<file path="config.mk">
export PLATFORM = sky130hd
export DESIGN_NAME = proc_datapath_flat
export DESIGN_NICKNAME = d
export VERILOG_FILES = /design/src/rtl/proc_pkg.sv /design/src/rtl/proc_datapath_if.sv /design/src/rtl/proc_alu.sv /design/src/rtl/proc_datapath.sv /design/src/flat_wrapper.sv
export SDC_FILE = /design/constraint.sdc
export NUM_CORES = 1
export LEC_CHECK = 0
export ABC_AREA = 0
export CORE_UTILIZATION = 40
export CTS_BUF_LIST = sky130_fd_sc_hd__clkbuf_4
export DETAILED_ROUTE_END_ITERATION = 10
export GPL_TIMING_DRIVEN = 1
export PLACE_DENSITY = 0.7
export SLEW_MARGIN = 20
export SYNTH_ARGS = -nofsm -noshare
export SYNTH_HDL_FRONTEND = slang
export SYNTH_SLANG_ARGS = --single-unit
</file>
<file path="constraint.sdc">
create_clock -name clk -period 4 [get_ports clk]
set_input_delay 1.2 -clock clk [delete_from_list [all_inputs] [get_ports clk]]
set_output_delay 1.2 -clock clk [all_outputs]
set_load 0.02 [all_outputs]
</file>
<file path="src/rtl/proc_pkg.sv">
// Shared definitions for the simple processor: ALU codes, datapath step
// states, instruction classes and the class decoder.
package proc_pkg;

    localparam logic [1:0] ALU_PASS = 2'b00;
    localparam logic [1:0] ALU_ADD  = 2'b01;
    localparam logic [1:0] ALU_XOR  = 2'b10;
    localparam logic [1:0] ALU_SUB  = 2'b11;

    typedef enum logic [1:0] {
        IDLE,
        T1,
        T2,
        T3
    } state_t;

    typedef enum logic [2:0] {
        LOAD,
        MOV,
        ALU,
        BRANCH,
        NOP
    } cls_t;

    // First match wins; illegal strobe mixes fall out by precedence.
    function automatic cls_t decode_cls(
        input logic branch,
        input logic ai,
        input logic gi,
        input logic go,
        input logic rxo,
        input logic ryi,
        input logic rxi
    );
        cls_t c;
        if (branch)
            c = BRANCH;
        else if (ai && gi && go)
            c = ALU;
        else if (rxo && ryi)
            c = MOV;
        else if (rxi)
            c = LOAD;
        else
            c = NOP;
        return c;
    endfunction

endpackage

</file>
<file path="src/rtl/proc_datapath_if.sv">
// Decoder-to-datapath instruction handshake: start, control strobes,
// register indices and immediate going in; busy/done coming back.
interface proc_datapath_if #(
    parameter int DATA_W = 8,
    parameter int NREG   = 4
);
    localparam int IDX_W = $clog2(NREG);

    logic              start;
    logic              rxi;
    logic              rxo;
    logic              ryi;
    logic              ryo;
    logic              ai;
    logic              gi;
    logic              go;
    logic              branch;
    logic [1:0]        alu;
    logic [IDX_W-1:0]  rx;
    logic [IDX_W-1:0]  ry;
    logic [DATA_W-1:0] din;
    logic              busy;
    logic              done;

    modport master (
        output start, rxi, rxo, ryi, ryo, ai, gi, go, branch,
        output alu, rx, ry, din,
        input  busy, done
    );

    modport slave (
        input  start, rxi, rxo, ryi, ryo, ai, gi, go, branch,
        input  alu, rx, ry, din,
        output busy, done
    );

endinterface

</file>
<file path="src/rtl/proc_alu.sv">
// Combinational ALU: pass B, add, xor, subtract, all modulo 2^DATA_W.
// Ports: a, b operands; alu select code; y result.
module proc_alu
    import proc_pkg::*;
#(
    parameter int DATA_W = 8
) (
    input  logic [DATA_W-1:0] a,
    input  logic [DATA_W-1:0] b,
    input  logic [1:0]        alu,
    output logic [DATA_W-1:0] y
);

    always_comb begin
        y = '0;
        unique case (alu)
            ALU_PASS: y = b;
            ALU_ADD:  y = a + b;
            ALU_XOR:  y = a ^ b;
            ALU_SUB:  y = a - b;
        endcase
    end

endmodule

</file>
<file path="src/rtl/proc_datapath.sv">
// Sequenced datapath: captures one instruction on start, then runs it as
// up to three bus steps through the register file, A, ALU and G latches.
// Ports: clk, rst (sync, active high); io (slave side of the instruction
// handshake); bus, pc observation; dbg_sel/dbg_data register read port.
module proc_datapath
    import proc_pkg::*;
#(
    parameter  int DATA_W = 8,
    parameter  int NREG   = 4,
    localparam int IDX_W  = $clog2(NREG)
) (
    input  logic              clk,
    input  logic              rst,
    proc_datapath_if.slave    io,
    output logic [DATA_W-1:0] bus,
    output logic [DATA_W-1:0] pc,
    input  logic [IDX_W-1:0]  dbg_sel,
    output logic [DATA_W-1:0] dbg_data
);

    state_t            state;
    state_t            state_n;
    cls_t              cls_q;
    logic [1:0]        alu_q;
    logic [IDX_W-1:0]  rx_q;
    logic [IDX_W-1:0]  ry_q;
    logic [DATA_W-1:0] din_q;
    logic [DATA_W-1:0] a_q;
    logic [DATA_W-1:0] g_q;
    logic [DATA_W-1:0] alu_y;
    logic [DATA_W-1:0] regs [NREG];

    logic              done_c;
    logic              wr_en;
    logic [IDX_W-1:0]  wr_idx;
    logic              a_en;
    logic              g_en;
    logic              accept;

    // ryo carries no information for class decode; MOV is keyed on rxo/ryi.
    logic              ryo_unused;
    assign ryo_unused = io.ryo;

    assign accept   = (state == IDLE) && io.start;
    assign io.busy  = (state != IDLE);
    assign io.done  = done_c;
    assign dbg_data = regs[dbg_sel];

    proc_alu #(
        .DATA_W (DATA_W)
    ) u_alu (
        .a   (a_q),
        .b   (bus),
        .alu (alu_q),
        .y   (alu_y)
    );

    always_comb begin
        state_n = state;
        bus     = '0;
        done_c  = 1'b0;
        wr_en   = 1'b0;
        wr_idx  = rx_q;
        a_en    = 1'b0;
        g_en    = 1'b0;
        unique case (state)
            IDLE: begin
                if (io.start)
                    state_n = T1;
            end
            T1: begin
                case (cls_q)
                    LOAD: begin
                        bus   = din_q;
                        wr_en = 1'b1;
                    end
                    MOV: begin
                        bus    = regs[rx_q];
                        wr_en  = 1'b1;
                        wr_idx = ry_q;
                    end
                    BRANCH: bus = din_q;
                    ALU: begin
                        bus  = regs[rx_q];
                        a_en = 1'b1;
                    end
                    default: bus = '0;
                endcase
                if (cls_q == ALU) begin
                    state_n = T2;
                end else begin
                    done_c  = 1'b1;
                    state_n = IDLE;
                end
            end
            T2: begin
                bus     = regs[ry_q];
                g_en    = 1'b1;
                state_n = T3;
            end
            T3: begin
                bus     = g_q;
                wr_en   = 1'b1;
                done_c  = 1'b1;
                state_n = IDLE;
            end
        endcase
    end

    always_ff @(posedge clk) begin
        if (rst) begin
            state <= IDLE;
            cls_q <= NOP;
            alu_q <= '0;
            rx_q  <= '0;
            ry_q  <= '0;
            din_q <= '0;
        end else begin
            state <= state_n;
            if (accept) begin
                cls_q <= decode_cls(io.branch, io.ai, io.gi, io.go,
                                    io.rxo, io.ryi, io.rxi);
                alu_q <= io.alu;
                rx_q  <= io.rx;
                ry_q  <= io.ry;
                din_q <= io.din;
            end
        end
    end

    always_ff @(posedge clk) begin
        if (rst) begin
            a_q <= '0;
            g_q <= '0;
            pc  <= '0;
        end else begin
            if (a_en)
                a_q <= bus;
            if (g_en)
                g_q <= alu_y;
            if (done_c)
                pc <= (cls_q == BRANCH) ? bus : pc + DATA_W'(1);
        end
    end

    always_ff @(posedge clk) begin
        if (rst) begin
            for (int i = 0; i < NREG; i++)
                regs[i] <= '0;
        end else if (wr_en) begin
            regs[wr_idx] <= bus;
        end
    end

endmodule

</file>
<file path="src/flat_wrapper.sv">
// flat-port wrapper written by rule: the top's interface ports become plain ports
module proc_datapath_flat import proc_pkg::*;
#(
    parameter  int DATA_W = 8,
    parameter  int NREG   = 4,
    localparam int IDX_W  = $clog2(NREG)
)
  (clk, rst, bus, pc, dbg_sel, dbg_data, io_start, io_rxi, io_rxo, io_ryi, io_ryo, io_ai, io_gi, io_go, io_branch, io_alu, io_rx, io_ry, io_din, io_busy, io_done);
  proc_datapath_if #(.DATA_W(DATA_W), .NREG(NREG)) io_i ();
  input  logic clk;
  input  logic rst;
  output logic [DATA_W-1:0] bus;
  output logic [DATA_W-1:0] pc;
  input  logic [IDX_W-1:0] dbg_sel;
  output logic [DATA_W-1:0] dbg_data;
  input wire logic [$bits(io_i.start)-1:0] io_start;
  input wire logic [$bits(io_i.rxi)-1:0] io_rxi;
  input wire logic [$bits(io_i.rxo)-1:0] io_rxo;
  input wire logic [$bits(io_i.ryi)-1:0] io_ryi;
  input wire logic [$bits(io_i.ryo)-1:0] io_ryo;
  input wire logic [$bits(io_i.ai)-1:0] io_ai;
  input wire logic [$bits(io_i.gi)-1:0] io_gi;
  input wire logic [$bits(io_i.go)-1:0] io_go;
  input wire logic [$bits(io_i.branch)-1:0] io_branch;
  input wire logic [$bits(io_i.alu)-1:0] io_alu;
  input wire logic [$bits(io_i.rx)-1:0] io_rx;
  input wire logic [$bits(io_i.ry)-1:0] io_ry;
  input wire logic [$bits(io_i.din)-1:0] io_din;
  output wire logic [$bits(io_i.busy)-1:0] io_busy;
  output wire logic [$bits(io_i.done)-1:0] io_done;
  assign io_i.start = io_start;
  assign io_i.rxi = io_rxi;
  assign io_i.rxo = io_rxo;
  assign io_i.ryi = io_ryi;
  assign io_i.ryo = io_ryo;
  assign io_i.ai = io_ai;
  assign io_i.gi = io_gi;
  assign io_i.go = io_go;
  assign io_i.branch = io_branch;
  assign io_i.alu = io_alu;
  assign io_i.rx = io_rx;
  assign io_i.ry = io_ry;
  assign io_i.din = io_din;
  assign io_busy = io_i.busy;
  assign io_done = io_i.done;
  proc_datapath #(.DATA_W(DATA_W), .NREG(NREG)) u_core (.clk(clk), .rst(rst), .io(io_i), .bus(bus), .pc(pc), .dbg_sel(dbg_sel), .dbg_data(dbg_data));
endmodule
</file>
* Word-level counts from Yosys, hierarchy flattened
Memories as Yosys holds them, arrays and structs flattened. A register that Yosys moved wholly into a read port is not among the register bits.
Cells that the tools add are included.
** Word-level totals
- Flip-flop bits (word level) :: 43
- Bits in writable memories :: 32
- Bits of input ports :: 27
- Output and inout bits :: 26
- Word-level logic and storage cells :: 68
- Memories :: 1
** Memories
- u_core.regs :: depth 4, width 8, rd ports 3, clocked after Yosys merged registers in 2, write ports 4, line proc_datapath.sv:31 : logic [DATA_W-1:0] regs [NREG];
** Cells by class
- Add/sub/neg operators :: 3
- Equality and inequality tests :: 10
- Mux-type cells :: 32
- Bitwise logic cells :: 1
- Reductions and logical operators :: 12
** Operators with widths (count)
- 8-bit one-hot mux with 4 select lines :: 1
- 8-bit one-hot mux with 3 select lines :: 1
- 2-bit two-way mux :: 9
- 8-bit two-way mux :: 2
- 8-bit one-hot mux with 2 select lines :: 1
- 3-bit two-way mux :: 4
- 1-bit two-way mux :: 11
- 8-bit by 1-bit adder with 8-bit output, second input constant :: 1
- 8-bit adder :: 1
- 2-bit == test, second input constant :: 4
- 2-bit one-hot mux with 4 select lines :: 1
- 8-bit OR reduction :: 1
- 8-bit subtractor :: 1
- 8-bit XOR :: 1
- 3-bit by 2-bit == test with 1-bit output, second input constant :: 2
- 2-bit OR reduction :: 3
- 2-bit by 1-bit == test with 1-bit output, second input constant :: 2
- 1-bit logical AND :: 4
- 2-bit zero test :: 2
- 1-bit one-hot mux with 2 select lines :: 2
- 3-bit by 1-bit == test with 1-bit output, second input constant :: 1
- 3-bit zero test :: 1
- 2-bit != test, second input constant :: 1
- 2-bit nonzero test :: 1

* Longest topological paths before layout
Gate-level depths: netlist of run 1.
- Word-level depth :: 9
- Gate-level depth with buffers :: 18
- Gate-level depth less buffers :: 16

* By module
A second synthesis of run 1 with hierarchy kept.
** Unflattened totals
- Cells, all modules :: 492
- Area total of the unflattened synthesis :: 4685.7 sq um
** Modules (own cells, without submodules)
- proc_datapath :: times used 1, cells each 392, area an instance 4035.1 sq um, seq. area each 1901.8 sq um
- proc_alu :: times used 1, cells each 100, area an instance 650.6 sq um, seq. area each 0.0 sq um

* Worst setup path after synthesis of run 1
No wires, ideal clock.
- Path kind :: reg2reg
- Start :: reg (tool-made name)
- End :: reg u_core.g_q[7]
- Setup time :: 0.133 ns
- Arrival time :: 4.113 ns
- Slack :: -0.246 ns
- Stages on the path, launching flop included :: 17
- Path buffers :: 2
- Clock period less this slack :: 4.246 ns
- Path through :: dfxtp_1 -> buf_2 -> mux4_2 -> nand3_1 -> o311a_1 -> clkbuf_1 -> ha_1 -> a21oi_1 -> ha_1 -> nor2b_1 -> o21ai_0 -> a21oi_1 -> a2111oi_0 -> o21ai_0 -> or3_1 -> nand4_1 -> o22ai_1
** RTL lines
- end signal, assigned :: line proc_datapath.sv:140 : g_q <= alu_y;
- end, declared :: line proc_datapath.sv:29 : logic [DATA_W-1:0] g_q;

* Worst setup path after layout of run 1
- Start :: in dbg_sel[0]
- End :: out dbg_data[0]
** Between the ends
- Word-level cells in the longest chain between the ends :: 1
** Ends and longest elaborated chain
- start, declared :: line flat_wrapper.sv:14 : input logic [IDX_W-1:0] dbg_sel;
- memory 4 x 8 bit
- end, declared :: line flat_wrapper.sv:15 : output logic [DATA_W-1:0] dbg_data;
Every way passes these cells.

==> impl_metrics.env, run 1 <==
export IMPL_status="completed"
export IMPL_synth_nets=525
export IMPL_ys_types=58
export IMPL_detail_route_drc_violations=0
export IMPL_fmax_mhz=256
export IMPL_synthToLayoutAreaGrowth_pct=23.8
export IMPL_async_reset_ff_frac=0
export IMPL_num_rows=38
export IMPL_die_area_um2=11700
export IMPL_finalWirelength_um=12100
export IMPL_gp_congestion=0.838
export IMPL_synth_area_per_cell_um2=9.28
export IMPL_tritoncts="built"
export IMPL_io_pins=53
export IMPL_crit_path_end_kind="output port"
export IMPL_use_met3=0.0404
export IMPL_power_density_nw_per_um2=350
export IMPL_grt_util_met1=0.286
export IMPL_die_h_um=108
export IMPL_layout_nets=594
export IMPL_yosys_area_top_type="edfxtp_1"
export IMPL_cp_max_fo=8
export IMPL_synth_edf_count=32
export IMPL_antenna_found_initial=0
export IMPL_final_util=0.513
export IMPL_dpl_cell_area_um2=5410
export IMPL_grt_pass1_wl_um=19700
export IMPL_die_w_um=108
export IMPL_yosysSeqAreaShare=0.420
export IMPL_critPathKind="in2out"
export IMPL_viasPerCell=5.70
export IMPL_wl_per_cell_um=17.2
export IMPL_yosys_cell_count_top_type="nand2_1"
export IMPL_grt_max_degree=41
export IMPL_finalWorstSetupSlack_ps=92.9
export IMPL_dr_pass1_iters=5
export IMPL_cts_buffers_inserted=9
export IMPL_yosys_top_cells_area="edfxtp_1 21%, dfxtp_1 21%, mux4_2 9.0%, nand2_1 5.8%, nor2_1 4.6%"
export IMPL_min_path_type="reg2reg"
export IMPL_yosys_area_top_type_share=0.212
export IMPL_ant_nets=0
export IMPL_clk_insertion_delay_late_ps=440
export IMPL_dp_hpwl_um=9110
export IMPL_rsz0062_at_grt="false"
export IMPL_slew_headroom=0.254
export IMPL_crit_slowest_cell="clkdlybuf4s50_1"
export IMPL_period_minus_slack_ps=3910
export IMPL_io_buffers=51
export IMPL_grt_overflow=0
export IMPL_met2_usage=0.364
export IMPL_r2r_slack_ps=290
export IMPL_p_total_mw=1.96
export IMPL_grt_busiest_layer="met2"
export IMPL_vias=4003
export IMPL_syn_area_um2=4530
export IMPL_cp_start_kind="primary input"
export IMPL_grt_total_usage=0.221
export IMPL_ys_ff_latch=79
export IMPL_start_util=0.414
export IMPL_grt_pass1_vias=3984
export IMPL_irDropWorstVdd_v=0.000162
export IMPL_setup_viol=0
export IMPL_fin_crit_sh=0.977
export IMPL_place_ws_ps=-122
export IMPL_ys_top_cells_by_count="70 x nand2_1, 56 x nor2_1, 47 x dfxtp_1, 33 x a21oi_1, 32 x edfxtp_1"
export IMPL_drive_gt1_frac=0.164
export IMPL_cts_max_level=3
export IMPL_cts_clk_slew_worst_paths_ps=130
export IMPL_postLayoutCellArea_um2=5610
export IMPL_place_inst=686
export IMPL_finalMaxSlewViolations=0
export IMPL_drt_iter0_markers=277
export IMPL_cts_root_buf="clkbuf_4"
export IMPL_final_cell_count_no_fill=702
export IMPL_yosys_warnings=0
export IMPL_cp_required_ps=2800
export IMPL_worstMarginPinSlew_ps=1110
export IMPL_clk_path_buf_depth=2
export IMPL_cts_hold_buf=0
export IMPL_finalSetupTns_ps=0
export IMPL_total_leakage_power_nw=2.15
export IMPL_fin_worst_skew_ps=23.4
export IMPL_critical_path_top_delay_family="buffers and inverters"
export IMPL_critPathBufInv=3
export IMPL_path_cells="clkdlybuf4s50_1 > buf_12 > mux4_2 > dlygate4sd2_1"
export IMPL_arrival_ps=2710
export IMPL_hold_viol=0
export IMPL_core_area_um2=10900
export IMPL_ys_flop_type="dfxtp_1"
export IMPL_fin_hold_ws_ps=476
export IMPL_drv_cap=0
export IMPL_clock_sinks=79
export IMPL_slowest_delay_ps=510
export IMPL_n_antenna_cell=0
export IMPL_synthCells=488
## worst paths after layout
path / endpoint / from / cells after the start
worst max-delay path: dbg_data[0] / dbg_sel[0] / 4
worst min-delay path: u_core.din_q[1] / u_core.din_q[1] / 2
worst max register to register: u_core.g_q[7] / flip-flop / 17
worst min register to register: u_core.din_q[1] / u_core.din_q[1] / 2
## per-layer routing
metal	wire length, um	up-vias
met1	5220	1889
met2	5740	177
li1	-	1907
met3	803	30
met5	0	-
met4	319	0
## cells by family (layout without fill, tap and decap cells)
family | Yosys count | after routing | synth area share
compound gates | 111 | 111 | 0.165
xor+xnor | 19 | 19 | 0.0384
fa+ha+maj | 10 | 10 | 0.0293
mux | 30 | 30 | 0.118
simple gates | 188 | 188 | 0.186
buf+inv | 51 | 125 | 0.0434
flops | 79 | 79 | 0.420
## cell usage in the layout, fill, tap and decap left out, types with 3 or more instances in the layout
master           instances
nand2_1                 70
nor2_1                  55
dfxtp_1                 45
clkdlybuf4s50_1         39
buf_4                   32
edfxtp_1                32
a21oi_1                 31
inv_1                   21
a211oi_1                21
o21ai_0                 21
nand3_1                 20
mux4_2                  18
xnor2_1                 16
nor2b_1                 12
dlygate4sd2_1           10
ha_1                     9
clkbuf_4                 9
mux2_2                   7
mux2i_1                  5
o22ai_1                  5
nor3_1                   5
clkinv_1                 3
nand2b_1                 3
o221ai_1                 3
o211ai_1                 3
a21oi_2                  3
and3_1                   3
nand4_1                  3
nand3b_1                 3
or2_2                    3
buf_12                   3
## worst register-to-register path, delay by kind of cell, from the launching register on
family          cells  cell delay [ps]
compound gates      6             1130
simple gates        6             1070
mux                 1              510
flops               1              380
buf+inv             2              230
fa+ha+maj           1              190
xor+xnor            1               90
## area by class of cell
type	instances	area (um2)
inverter	23	86.3
fill	1021	5330
multi-input combinational	358	2470
clock buffer	9	67.6
sequential	79	1900
clock inverter	7	101
tap	140	175
timing repair buffer	86	803
## state kept, by name, indices dropped and copies added, names as in the netlist, named ones only
register,cells
u_core.rx_q,2
u_core.g_q,8
u_core.cls_q,3
u_core.ry_q,2
u_core.din_q,8
u_core.a_q,8
u_core.alu_q,2
u_core.regs,32
u_core.state,1
u_core.pc,8
## where the power goes
part           switching [mW]  internal [mW]
clock network           0.307          0.261
logic                   0.262          0.224
registers              0.0349          0.873
## what timing repair did
action | CTS | global route
setup endpoints to repair | 12 | 4
endpoints found under the hold margin | 0 | 0
pin swaps | 0 | 1
buffers inserted | 0 | 0
resized for setup | 12 | 8
(Power assumes the default switching activity.)
==> run 2: changes to the inputs <==
--- a/config.mk
+++ b/config.mk
@@ -10,7 +10,7 @@
 export CTS_BUF_LIST = sky130_fd_sc_hd__clkbuf_4
 export DETAILED_ROUTE_END_ITERATION = 10
 export GPL_TIMING_DRIVEN = 1
-export PLACE_DENSITY = 0.7
+export PLACE_DENSITY = 0.74
 export SLEW_MARGIN = 20
 export SYNTH_ARGS = -nofsm -noshare
 export SYNTH_HDL_FRONTEND = slang
==> run 2 against run 1 <==
Final cell count fell by 0.57%; worst hold slack worse by 4.1 ps; register-to-register slack better by 40 ps; via count shrank 0.70%; utilization shrank 0.31 points; sequential power about the same; critical path type unchanged.
==> impl_metrics.env, run 2 (synthesized netlist as in run 1, its figures left out) <==
export IMPL_grt_total_usage=0.216
export IMPL_final_util=0.510
export IMPL_core_area_um2=10900
export IMPL_place_ws_ps=-136
export IMPL_swShare=0.305
export IMPL_power_density_nw_per_um2=352
export IMPL_die_area_um2=11700
export IMPL_layout_nets=590
export IMPL_fin_hold_ws_ps=471
export IMPL_dp_hpwl_um=9100
export IMPL_wl_met1_um=5040
export IMPL_slew_headroom=0.284
export IMPL_pwr_share_clk=0.288
export IMPL_die_h_um=108
export IMPL_wl_met3_um=956
export IMPL_comb_power_share=0.248
export IMPL_worst_r2r_path_depth=15
export IMPL_hold_viol=0
export IMPL_antenna_found_initial=0
export IMPL_total_leakage_power_nw=2.12
export IMPL_tritoncts="built"
export IMPL_power_switching_mw=0.598
export IMPL_reg2reg_from="u_core.state[0]"
export IMPL_cts_hold_buf=0
export IMPL_cts_root_buf="clkbuf_4"
export IMPL_fin_worst_skew_ps=17.1
export IMPL_irDropWorstVdd_v=0.000159
export IMPL_setup_viol=0
export IMPL_final_common_cell="nand2_1"
export IMPL_p_total_mw=1.96
export IMPL_cp_required_ps=2800
export IMPL_worstMarginPinSlew_ps=1070
export IMPL_synthToLayoutAreaGrowth_pct=23.1
export IMPL_drive_gt1_frac=0.165
export IMPL_finalWirelength_um=11900
export IMPL_grt_pass1_vias=3857
export IMPL_r2r_slack_ps=330
export IMPL_largest_register_ffs=32
export IMPL_met2WireLength_um=5720
export IMPL_clock_sinks=79
export IMPL_fin_crit_sh=0.975
export IMPL_grt_max_degree=41
export IMPL_io_pins=53
export IMPL_cp_max_fo=8
export IMPL_cts_max_level=3
export IMPL_clk_path_buf_depth=2
export IMPL_finalWorstSetupSlack_ps=101
export IMPL_finalMaxSlewViolations=0
export IMPL_min_from="u_core.din_q[2]"
export IMPL_status="completed"
export IMPL_ant_nets=0
export IMPL_cp_start_kind="primary input"
export IMPL_gp_congestion=0.863
export IMPL_drt_iter0_markers=242
export IMPL_arrival_ps=2700
export IMPL_dr_pass1_iters=5
export IMPL_internal_power_mw=1.36
export IMPL_io_buffers=51
export IMPL_finalSetupTns_ps=0
export IMPL_num_rows=38
export IMPL_cts_buffers_inserted=9
export IMPL_min_path_type="reg2reg"
export IMPL_highest_layer="met4"
export IMPL_cts_clk_slew_worst_paths_ps=120
export IMPL_seqPwrFrac=0.464
export IMPL_n_antenna_cell=0
export IMPL_post_cts_buffers=0
export IMPL_min_path_cells=2
export IMPL_period_minus_slack_ps=3900
export IMPL_detail_route_drc_violations=0
export IMPL_viasPerCell=5.69
export IMPL_layout_common_cells="70 x nand2_1, 55 x nor2_1, 42 x dfxtp_1"
export IMPL_critPathKind="in2out"
export IMPL_start_util=0.414
export IMPL_largest_register="u_core.regs"
export IMPL_vias=3975
export IMPL_grt_pass1_wl_um=19100
export IMPL_crit_path_end_kind="output port"
export IMPL_wl_per_cell_um=17.1
export IMPL_die_w_um=108
export IMPL_clk_insertion_delay_late_ps=450
export IMPL_grt_overflow=0
export IMPL_hold_end="u_core.din_q[2]"
export IMPL_rsz0062_at_grt="false"
export IMPL_fmax_mhz=256
export IMPL_r2r_end="u_core.g_q[7]"
export IMPL_drv_cap=0
[run 2: cell types whose count changed in the layout (fill, tap and decap cells not counted), moves of 2 or more]
cell	delta
buf_4	-3
dfxtp_4	+2
dfxtp_1	-3
inv_6	-2
[run 2: worst max-delay path, cell delays in order]
cell and delay [ps]:
clkdlybuf4s50_1 510, buf_12 150, mux4_2 500, dlygate4sd2_1 330
[run 2: per-stage QoR]
| step | cell area [um2] | std cells |
|---|---|---|
| floorplan | 4530 | 488 |
| global placement | 5370 | 682 |
| detailed placement | 5370 | 682 |
| CTS | 5530 | 698 |
| global route | 5570 | 698 |
| finish | 5570 | 698 |
[run 2: metal layers]
metal / global-route usage / vias up
met4: 0.0811 / 0
met3: 0.0452 / 23
met5: 0 / -
met2: 0.351 / 184
met1: 0.284 / 1873
li1: - / 1895
[run 2: worst max path at each step]
stage,cells past startpoint,slack (ps),startpoint,endpoint
2_1_floorplan,16,100,flip-flop,u_core.g_q[7]
3_3_place_gp,4,-130,dbg_sel[0],dbg_data[0]
3_5_place_dp,4,-140,dbg_sel[0],dbg_data[6]
4_1_cts,7,20,u_core.state[0],bus[4]
5_1_grt,7,9,u_core.state[0],bus[0]
6_report,4,100,dbg_sel[0],dbg_data[0]
[run 2: layout make-up]
cell class,count,area (um2)
tap,140,175
multi-input combinational,358,2470
sequential,79,1910
fill,1008,5360
inverter,23,86.3
clock buffer,10,75.1
clock inverter,6,93.8
timing repair buffer,82,762
[run 2: repair_timing]
item,4_1_cts,5_1_grt
cloned,0,0
pin swaps,0,0
endpoints found under the setup margin,12,4
resized for setup,15,9
[run 2: power groups by stage]
| stage | Combinational [mW] | Sequential (mW) | Clock [mW] |
|---|---|---|---|
| 2_1_floorplan | 0.316 | 0.910 | 0 |
| 3_3_place_gp | 0.461 | 0.924 | 0 |
| 3_5_place_dp | 0.476 | 0.927 | 0 |
| 4_1_cts | 0.473 | 0.908 | 0.565 |
| 5_1_grt | 0.531 | 0.915 | 0.605 |
| 6_report | 0.487 | 0.911 | 0.565 |
==> run 3: changes to the inputs <==
--- a/config.mk
+++ b/config.mk
@@ -6,6 +6,7 @@
 export NUM_CORES = 1
 export LEC_CHECK = 0
 export ABC_AREA = 0
+export CORE_MARGIN = 2
 export CORE_UTILIZATION = 40
 export CTS_BUF_LIST = sky130_fd_sc_hd__clkbuf_4
 export DETAILED_ROUTE_END_ITERATION = 10
@@ -15,3 +16,4 @@
 export SYNTH_ARGS = -nofsm -noshare
 export SYNTH_HDL_FRONTEND = slang
 export SYNTH_SLANG_ARGS = --single-unit
+export TNS_END_PERCENT = 50
==> run 3 against run 2 <==
Via count grew 4.0%; routed wire length is 6.7% higher; global-route usage rose by 0.32 points; die area is 3.7% higher; utilization grew 0.56 points; non-clock buffer count rose by 10; clock power fell by 12%; total power is 2.4% lower; critical path type is now reg2out.
==> impl_metrics.env, run 3 (synthesized netlist as in run 1, its figures left out) <==
export IMPL_grt_pass1_vias=4007
export IMPL_power_switching_mw=0.607
export IMPL_wl_per_cell_um=18.0
export IMPL_synthToLayoutAreaGrowth_pct=24.5
export IMPL_worst_r2r_path_depth=15
export IMPL_seqPwrFrac=0.475
export IMPL_start_util=0.414
export IMPL_comb_power_share=0.264
export IMPL_final_cell_count_no_fill=708
export IMPL_setup_viol=0
export IMPL_wl_met1_um=5160
export IMPL_place_inst=687
export IMPL_r2r_slack_ps=230
export IMPL_antenna_found_initial=0
export IMPL_finalWorstSetupSlack_ps=43.2
export IMPL_layout_nets=600
export IMPL_die_area_um2=12200
export IMPL_fin_hold_ws_ps=469
export IMPL_highest_layer="met4"
export IMPL_r2r_end="u_core.g_q[7]"
export IMPL_cts_hold_buf=0
export IMPL_cts_clk_slew_worst_paths_ps=120
export IMPL_grt_max_degree=41
export IMPL_largest_register="u_core.regs"
export IMPL_status="completed"
export IMPL_clk_path_buf_depth=2
export IMPL_drt_iter0_markers=397
export IMPL_cts_max_level=3
export IMPL_fin_crit_sh=0.989
export IMPL_internal_power_mw=1.31
export IMPL_pwr_share_clk=0.260
export IMPL_final_util=0.515
export IMPL_gp_congestion=0.882
export IMPL_num_rows=38
export IMPL_place_ws_ps=-142
export IMPL_min_path_type="reg2reg"
export IMPL_n_antenna_cell=0
export IMPL_postLayoutCellArea_um2=5640
export IMPL_detail_route_drc_violations=0
export IMPL_period_minus_slack_ps=3960
export IMPL_met2WireLength_um=6170
export IMPL_dr_pass1_iters=5
export IMPL_die_w_um=110
export IMPL_slew_headroom=0.529
export IMPL_drv_cap=0
export IMPL_tritoncts="built"
export IMPL_vias=4134
export IMPL_crit_path_end_kind="output port"
export IMPL_p_total_mw=1.92
export IMPL_power_density_nw_per_um2=340
export IMPL_cts_buffers_inserted=9
export IMPL_grt_overflow=0
export IMPL_dp_hpwl_um=9400
export IMPL_finalWirelength_um=12700
export IMPL_worstMarginPinSlew_ps=705
export IMPL_cp_max_fo=7
export IMPL_die_h_um=110
export IMPL_worstSetupEndpoint="bus[2]"
export IMPL_arrival_ps=2760
export IMPL_fmax_mhz=253
export IMPL_cp_required_ps=2800
export IMPL_drive_gt1_frac=0.178
export IMPL_irDropWorstVdd_v=0.000168
export IMPL_ant_nets=0
export IMPL_finalMaxSlewViolations=0
export IMPL_clk_insertion_delay_late_ps=450
export IMPL_hold_viol=0
export IMPL_io_pins=53
export IMPL_core_area_um2=10900
export IMPL_largest_register_ffs=32
export IMPL_wl_met3_um=1120
export IMPL_grt_total_usage=0.220
export IMPL_final_common_cell="nand2_1"
export IMPL_clock_sinks=79
export IMPL_finalSetupTns_ps=0
export IMPL_swShare=0.317
export IMPL_io_buffers=51
export IMPL_fin_worst_skew_ps=20.2
export IMPL_cp_start_kind="flip-flop"
export IMPL_layout_common_cells="70 x nand2_1, 54 x nor2_1, 45 x dfxtp_1"
export IMPL_critPathKind="reg2out"
export IMPL_total_leakage_power_nw=2.14
export IMPL_cts_root_buf="clkbuf_4"
export IMPL_dpl_cell_area_um2=5420
export IMPL_viasPerCell=5.84
export IMPL_grt_pass1_wl_um=20100
==> run 3: cell types whose count changed in the layout (fill, tap and decap cells not counted), moves of 2 or more <==
cell,before,now
o21ai_1,0,3
buf_4,29,38
dfxtp_4,2,0
o21ai_0,22,19
clkdlybuf4s50_1,40,42
dfxtp_1,42,45
inv_6,0,2
==> run 3: area by class of cell <==
| cell class | instances | area, um2 |
|---|---|---|
| clock buffers | 10 | 75.1 |
| inverters | 23 | 86.3 |
| well taps | 140 | 175 |
| clock inverters | 6 | 66.3 |
| flip-flops and latches | 79 | 1900 |
| multi-input cells | 358 | 2480 |
| repair buffers | 92 | 848 |
| fillers | 986 | 5300 |
==> run 3: worst min-delay path by stage <==
| stage | slack (ps) | cells past startpoint | startpoint | to |
|---|---|---|---|---|
| after floorplan | 430 | 2 | u_core.din_q[6] | u_core.din_q[6] |
| after global placement | 450 | 2 | u_core.din_q[7] | u_core.din_q[7] |
| after detailed placement | 450 | 2 | u_core.din_q[0] | u_core.din_q[0] |
| after CTS | 470 | 2 | u_core.din_q[0] | u_core.din_q[0] |
| after global routing | 480 | 2 | u_core.din_q[7] | u_core.din_q[7] |
| final | 470 | 2 | u_core.din_q[0] | u_core.din_q[0] |
==> run 3: per-layer routing <==
layer | GRT usage | vias to the layer above
met5 | 0 | -
met4 | 0.0946 | 0
met3 | 0.0464 | 28
met2 | 0.352 | 209
met1 | 0.288 | 1985
li1 | - | 1912
==> run 3: critical path, cell delays in order (launching register included) <==
cell             delay [ps]
dfxtp_1                 470
or2_0                   270
buf_4                   180
o221ai_1                110
o211ai_1                380
buf_4                   280
clkdlybuf4s50_1         630
==> run 3: power groups by stage <==
stage / registers, mW / logic (mW) / clock network [mW]
global placement: 0.922 / 0.462 / 0
global route: 0.914 / 0.549 / 0.534
CTS: 0.907 / 0.479 / 0.502
detailed placement: 0.925 / 0.478 / 0
floorplan: 0.910 / 0.316 / 0
finish: 0.910 / 0.506 / 0.499
==> run 3: what timing repair did <==
action                     4_1_cts  5_1_grt
resized for setup               10       11
setup endpoints to repair       13        5
pin swaps                        0        2
gates cloned                     0        0
buffers inserted                 2        3
